<file path="config.mk">
export PLATFORM = sky130hd
export DESIGN_NAME = colisor_tiro
export DESIGN_NICKNAME = d
export VERILOG_FILES = /design/src/rtl/colisor_pkg.sv /design/src/rtl/contador_acertos.sv /design/src/rtl/colisor_tiro.sv
export SDC_FILE = /design/constraint.sdc
export NUM_CORES = 1
export LEC_CHECK = 0
export BUFFER_PORTS_ARGS = -buffer_cell sky130_fd_sc_hd__buf_2
export CORE_ASPECT_RATIO = 2
export CORE_MARGIN = 4
export CORE_UTILIZATION = 40
export CTS_BUF_LIST = sky130_fd_sc_hd__clkbuf_8
export DETAILED_ROUTE_END_ITERATION = 8
export PLACE_DENSITY = 0.66
export SETUP_SLACK_MARGIN = 0.15
export SLEW_MARGIN = 5
export SYNTH_ARGS = -nofsm -noshare
export SYNTH_HDL_FRONTEND = slang
export SYNTH_HIERARCHICAL = 1
export SYNTH_SLANG_ARGS = --single-unit
</file>
<file path="constraint.sdc">
create_clock -name clk -period 2.29 [get_ports clk]
set_input_delay 0.229 -clock clk [delete_from_list [all_inputs] [get_ports clk]]
set_output_delay 0.229 -clock clk [all_outputs]
set_load 0.02 [all_outputs]
</file>
<file path="src/rtl/colisor_pkg.sv">
// rtl/colisor_pkg.sv - shared states, default widths and player encoding for the shot collider
package colisor_pkg;

  localparam int DATA_W_DEF   = 64;
  localparam int ADDR_W_DEF   = 5;
  localparam int COL_W_DEF    = 6;
  localparam int ROWS_DEF     = 11;
  localparam int READ_LAT_DEF = 2;

  localparam int ACERTOS_W    = 7;

  localparam logic JOGADOR_UM   = 1'b0;
  localparam logic JOGADOR_DOIS = 1'b1;

  typedef enum logic [2:0] {
    IDLE  = 3'd0,
    REQ   = 3'd1,
    WAIT  = 3'd2,
    CHECK = 3'd3,
    WRITE = 3'd4,
    DONE  = 3'd5
  } estado_t;

endpackage

</file>
<file path="src/rtl/contador_acertos.sv">
// rtl/contador_acertos.sv - saturating hit counter, one per board
module contador_acertos
  import colisor_pkg::*;
#(
  parameter int W = ACERTOS_W
) (
  input  logic         clk,
  input  logic         rst_n,
  input  logic         inc,
  output logic [W-1:0] count
);

  // Count up on each landed hit, holding at all-ones instead of wrapping.
  always_ff @(posedge clk or negedge rst_n) begin
    if (!rst_n) begin
      count <= '0;
    end else if (inc && (count != '1)) begin
      count <= count + 1'b1;
    end
  end

endmodule

</file>
<file path="src/rtl/colisor_tiro.sv">
// rtl/colisor_tiro.sv - shot resolver: read board row, test cell, clear it on hit (optional hit counters: COLISOR_CONTADOR_ACERTOS_EN)
module colisor_tiro
  import colisor_pkg::*;
#(
  parameter int ROWS     = ROWS_DEF,
  parameter int DATA_W   = DATA_W_DEF,
  parameter int ADDR_W   = ADDR_W_DEF,
  parameter int COL_W    = COL_W_DEF,
  parameter int READ_LAT = READ_LAT_DEF
) (
  input  logic              clk,
  input  logic              resetGeral,
  input  logic              shot_valid,
  output logic              shot_ready,
  input  logic [ADDR_W-1:0] shot_row,
  input  logic [COL_W-1:0]  shot_col,
  input  logic              shot_player,
  output logic              readyColisor,
  output logic              jogadorColisor,
  output logic [ADDR_W-1:0] colisor_addr,
  output logic [DATA_W-1:0] colisor_data,
  output logic              colisor_wrep1,
  output logic              colisor_wrep2,
  input  logic [DATA_W-1:0] dataReadColisor,
  output logic              result_valid,
  output logic              result_hit,
  output logic              result_invalid
`ifdef COLISOR_CONTADOR_ACERTOS_EN
  ,
  output logic [ACERTOS_W-1:0] acertos_p1,
  output logic [ACERTOS_W-1:0] acertos_p2
`endif
);

  localparam int CNT_W = (READ_LAT > 1) ? $clog2(READ_LAT) : 1;
  localparam logic [CNT_W-1:0] CNT_LOAD = CNT_W'(READ_LAT - 1);

  estado_t             state, state_n;
  logic [ADDR_W-1:0]   row_q;
  logic [COL_W-1:0]    col_q;
  logic                player_q;
  logic                invalid_q;
  logic                hit_q;
  logic [DATA_W-1:0]   data_q;
  logic [CNT_W-1:0]    cnt_q;
  logic                accept;
  logic                row_out;
  logic                bus_own;

  assign accept  = (state == IDLE) && shot_valid;
  assign row_out = (32'(shot_row) >= ROWS);

  // State register; reset drops straight back to IDLE, cancelling any write.
  always_ff @(posedge clk or negedge resetGeral) begin
    if (!resetGeral) begin
      state <= IDLE;
    end else begin
      state <= state_n;
    end
  end

  // Next-state: bad rows skip the bus entirely, valid rows walk the full read/write sequence.
  always_comb begin
    state_n = state;
    case (state)
      IDLE:    if (shot_valid) state_n = row_out ? DONE : REQ;
      REQ:     state_n = WAIT;
      WAIT:    if (cnt_q == '0) state_n = CHECK;
      CHECK:   state_n = WRITE;
      WRITE:   state_n = DONE;
      DONE:    state_n = IDLE;
      default: state_n = IDLE;
    endcase
  end

  // Shot latch, read-latency countdown and hit/write-back row capture.
  always_ff @(posedge clk or negedge resetGeral) begin
    if (!resetGeral) begin
      row_q     <= '0;
      col_q     <= '0;
      player_q  <= 1'b0;
      invalid_q <= 1'b0;
      hit_q     <= 1'b0;
      data_q    <= '0;
      cnt_q     <= '0;
    end else begin
      if (accept) begin
        row_q     <= shot_row;
        col_q     <= shot_col;
        player_q  <= shot_player;
        invalid_q <= row_out;
        hit_q     <= 1'b0;
      end
      if (state == REQ) begin
        cnt_q <= CNT_LOAD;
      end else if ((state == WAIT) && (cnt_q != '0)) begin
        cnt_q <= cnt_q - 1'b1;
      end
      if (state == CHECK) begin
        hit_q  <= dataReadColisor[col_q];
        data_q <= dataReadColisor & ~(DATA_W'(1) << col_q);
      end
    end
  end

  // Bus is owned only from REQ to WRITE so the controller is free between shots.
  assign bus_own        = (state == REQ) || (state == WAIT) ||
                          (state == CHECK) || (state == WRITE);
  assign shot_ready     = (state == IDLE);
  assign readyColisor   = bus_own;
  assign jogadorColisor = bus_own & player_q;
  assign colisor_addr   = bus_own ? row_q : '0;
  assign colisor_data   = bus_own ? data_q : '0;
  assign colisor_wrep1  = (state == WRITE) && hit_q && (player_q == JOGADOR_UM);
  assign colisor_wrep2  = (state == WRITE) && hit_q && (player_q == JOGADOR_DOIS);
  assign result_valid   = (state == DONE);
  assign result_hit     = (state == DONE) && hit_q;
  assign result_invalid = (state == DONE) && invalid_q;

`ifdef COLISOR_CONTADOR_ACERTOS_EN
  logic inc_p1, inc_p2;

  assign inc_p1 = (state == DONE) && hit_q && (player_q == JOGADOR_UM);
  assign inc_p2 = (state == DONE) && hit_q && (player_q == JOGADOR_DOIS);

  contador_acertos #(.W(ACERTOS_W)) u_acertos_p1 (
    .clk   (clk),
    .rst_n (resetGeral),
    .inc   (inc_p1),
    .count (acertos_p1)
  );

  contador_acertos #(.W(ACERTOS_W)) u_acertos_p2 (
    .clk   (clk),
    .rst_n (resetGeral),
    .inc   (inc_p2),
    .count (acertos_p2)
  );
`endif

endmodule

</file>
# == After elaboration in Yosys (flattened, before gate mapping) ==
# Cells that the tools add are included.
# word_totals
out_inout_bits,77
reg_bits,82
elab_cells,49
inputBits,79
# op_classes
bitwise_logic,4
shift,1
n_addsub,1
reduce_logical,14
mux,12
eq_ne,7
magnitude_cmp,2
# ops
operator,n
$and 64x64->64,1
$mux 64,1
$not 64->64,1
$shl 1x6->64 const A,1
$pmux 3 s5,1
$mux 3,3
$logic_and 1x1->1,7
$lt 6x7->1 const B,1
$bmux 1 s6,1
$eq 3x2->1 const B,2
$eq 3x3->1 const B,2
$ge 5x4->1 const B,1
$mux 1,5
$mux 5,1
$ne 2x2->1 const B,2
$reduce_bool 2->1,2
$eq 3x1->1 const B,1
$logic_not 3->1,1
$logic_or 1x1->1,3
$reduce_and 2->1,1
$and 1x1->1,1
$not 1->1,1
$sub 1x1->1 const B,1

# == Logic depth before layout (Yosys ltp) ==
# depth
ltp_word,5
mapped_depth,8
depth_no_buf,5

# == Worst setup path after synthesis ==
# No wires, ideal clock.
# synth_path
kind,register to register
start,register state[1]
end,register col_q[2]
path_stages_with_launch,7
arrival_ns,2.064
period_less_slack_ns,2.188
required_time_ns,2.165
setup_ns,0.125
slack_ns,0.102
n_path_buf,3
cell_sequence,dfrtp_1 clkbuf_1 nor3_1 and2_1 clkbuf_1 buf_2 mux2_2
# synth_via
elab_chain_len,2
# synth_lines
item,line_no,text
"start, declared",colisor_tiro.sv:38,"estado_t state, state_n;"
"start signal, assigned",colisor_tiro.sv:58,state <= state_n;
$logic_not 3->1,-,
net shot_ready,colisor_tiro.sv:14,"output logic shot_ready,"
$logic_and 1x1->1,colisor_tiro.sv:50,assign accept = (state == IDLE) && shot_valid;
"end signal, assigned",colisor_tiro.sv:89,col_q <= shot_col;
"end, declared",colisor_tiro.sv:40,logic [COL_W-1:0] col_q;
# The timed path passes the listed nets, and every way through them passes these cells.
# A chain may end at the register's enable or synchronous reset.

# == Final worst setup path ==
# layout_path
start,register col_q[0]
end,register hit_q
# layout_via
elab_chain_len,3
# layout_lines
item,line_no,text
$bmux 1 s6,colisor_tiro.sv:100,hit_q <= dataReadColisor[col_q];
$mux 1 (not written as such),colisor_tiro.sv:100,
$mux 1,colisor_tiro.sv:99,if (state == CHECK) begin
"end signal, assigned",colisor_tiro.sv:100,
"end, declared",colisor_tiro.sv:43,logic hit_q;
# No other way between the ends. The select of a mux whose other input is x is not followed.

==> impl_metrics.yaml <==
yosys:
  ys_types: 34
  syn_area_um2: 4500
  synth_area_per_cell_um2: 9.23
  syn-num-nets: 567
  synth_edf_count: 0
  syn_inst: 488
  yosys_register_bits: 82
  yosysWarningCount: 6
  synthFlopType: "dfrtp_1"
  synth-seq-area-share: 0.456
  async_reset_ff_frac: 1.00
sta:
  tightestPinTransition_ns: 0.657
  relSlewSlack: 0.562
  setup-violations-final: 0
  finalSetupTns_ns: 0
  grt_setup_unrepaired: "true"
  slew_violations: 0
  min_period_ns: 2.07
  max_freq_ghz: 0.484
  skew_ns: 0.00913
  period_share: 0.902
  timing.hold.ws_ns: 0.0793
  hold_viol_final: 0
route:
  num_vias: 4136
  dr.pass1.iters: 4
  via_per_inst: 5.32
  detail_route.iter0.violations: 185
  ant_nets: 0
  wl_per_cell_um: 18.0
  routed_wl_mm: 14.0
  drc_errors: 0
worst_setup_path:
  crit_arrival_ns: 2.30
  critical_path_class: "flop to flop"
  crit_fanout: 8
  start_kind: "flop"
  critPathRequiredTime_ns: 2.53
  end_kind: "flop"
power_and_ir_drop:
  ir_drop_v: 0.000737
  cellPowerDensity_nw_per_um2: 1590
  p_total_mw: 8.97
  leakagePower_nw: 2.73
clock_tree:
  h-tree-depth: 3
  cts.sinks: 82
  clk-insertion-delay-late_ns: 0.36
  numCtsBuffers: 9
  cts_tree: "done"
  clkTransAtPathRegs_ns: 0.08
  root_buffer: "clkbuf_8"
  clk_path_buf_depth: 2
die:
  num_rows: 54
  die_area_um2: 13100
  start_util: 0.411
  coreArea_um2: 10900
  die_h_um: 158
  die_w_um: 83.0
  ios: 156
job:
  max_cap_viol_count: 0
placement:
  dp_cells: 755
  gp_congestion: 0.879
  numPortBuffers: 155
  dp_hpwl_mm: 10.9
layout:
  drive_gt1_frac: 0.345
  layout.cells.non_filler: 777
  area_delta_synth_final_pct: 25.0
  utilization: 0.514
  fin_nets: 709
  n_fill_cell: 1100
global_route:
  grt_first_pass_wirelength_mm: 21.9
  grt_pass1_vias: 4409
  grt-ovfl-total: 0
  grt_antenna_before_repair: 2
  grt_max_degree: 101
  track_usage: 0.213
status:
  status: "complete, no violations"
hold_path:
  hold_class: "input pin to flop"
final timing paths:
path                                   startpoint                     end  slack (ns)  depth (start not counted)
min                                   shot_player    player_q$_DFFE_PN0P_        0.08                          3
max in group asynchronous              resetGeral    state[1]$_DFFE_PN0P_        1.29                          3
min in group asynchronous              resetGeral   data_q[3]$_DFFE_PN0P_        0.36                          2
max                          col_q[0]$_DFFE_PN0P_       hit_q$_DFFE_PN0P_        0.22                          6
min reg2reg                data_q[44]$_DFFE_PN0P_  data_q[44]$_DFFE_PN0P_        0.47                          2
max reg2reg                  col_q[0]$_DFFE_PN0P_       hit_q$_DFFE_PN0P_        0.22                          6
kinds of logic after synthesis:
| group | share of synthesized area |
|---|---|
| AND/OR/NAND/NOR | 0.219 |
| AO/OA/AOI/OAI | 0.158 |
| flip-flops | 0.456 |
| buffers and inverters | 0.0403 |
| multiplexers | 0.124 |
| XOR/XNOR | 0.00389 |
sequential cells by signal, summed over array words and instances (netlist names):
name and cells:
cnt_q 1, col_q 6, data_q 64, hit_q 1, invalid_q 1, player_q 1, row_q 5, state 3
cell type report:
type / count / area (um2) / area share
multi-input cells: 365 / 2280 / 0.406
flip-flops and latches: 82 / 2050 / 0.365
repair buffers: 171 / 941 / 0.167
well taps: 140 / 175 / 0.0311
clock buffers: 10 / 138 / 0.0245
clock inverters: 6 / 26.3 / 0.00467
diodes: 2 / 5.00 / 0.000889
inverters: 1 / 3.75 / 0.000667
critical path, stage by stage (launching register included):
cell and delay [ns]:
dfrtp_2 0.46, buf_4 0.15, mux4_2 0.50, mux4_2 0.48, nor3b_2 0.16, or4_1 0.12
o22ai_1 0.07
metrics by stage:
| stage | setup WS, ns | instance area, um2 |
|---|---|---|
| 2_1_floorplan | 0.307 | 4510 |
| 3_3_place_gp | 0.165 | 5410 |
| 3_5_place_dp | 0.0950 | 5410 |
| 4_1_cts | 0.148 | 5590 |
| 5_1_grt | 0.133 | 5630 |
| 6_report | 0.224 | 5630 |
where the power goes:
group          internal, mW  switching (mW)  total [mW]  leakage [nW]
sequential             2.17           0.562        2.74         0.993
combinational          2.14            3.18        5.31          1.64
clock                 0.407           0.516       0.923        0.0996
total                  4.72            4.26        8.97          2.73
Yosys cell counts, types with 2 or more instances:
master    instances  area share
o21ai_0         127        0.14
dfrtp_1          82        0.46
nand2_1          77       0.064
and2_1           73        0.10
clkbuf_1         30       0.025
mux4_2           15       0.075
mux2_2           13       0.033
nor2_1           10      0.0083
nand3_1           9       0.010
nand2b_1          5      0.0069
buf_2             4      0.0044
nor2b_1           4      0.0056
o21ai_1           4      0.0044
nand3b_1          3      0.0050
o22ai_1           3      0.0042
a21o_1            2      0.0033
buf_1             2      0.0017
buf_4             2      0.0033
buf_6             2      0.0050
mux2i_1           2      0.0044
mux4_1            2       0.012
nand4_1           2      0.0028
nor3_1            2      0.0022
or2_2             2      0.0028
xnor2_1           2      0.0039
layer usage:
layer	routed length (um)	vias up	track usage	share of wire
li1	-	1962	-	-
met1	4870	1966	0.216	0.35
met2	7670	166	0.391	0.55
met3	808	42	0.0464	0.058
met4	640	0	0.137	0.046
met5	0	-	0	0
repair_timing:
| action | in CTS | in global routing |
|---|---|---|
| hold buffers | 1 | 0 |
| endpoints found under the setup margin | 39 | 71 |
| cloned | 0 | 0 |
| endpoints found under the hold margin | 34 | 0 |
| gates resized for setup | 3 | 4 |
| setup buffers | 0 | 3 |
cells in the final DEF (no fill, tap or decap), types with 4 or more instances in the layout:
master / netlist / routed
nor2_1: 10 / 9
nand2b_1: 5 / 5
nand3_1: 9 / 9
and2_1: 73 / 73
clkbuf_8: 0 / 10
nor2b_1: 4 / 4
buf_4: 2 / 12
buf_2: 4 / 154
mux4_2: 15 / 15
o21ai_0: 127 / 127
nand2_1: 77 / 77
dfrtp_1: 82 / 80
mux2_2: 13 / 13
inv_1: 1 / 4
o21ai_1: 4 / 4
(Power assumes the default switching activity.)
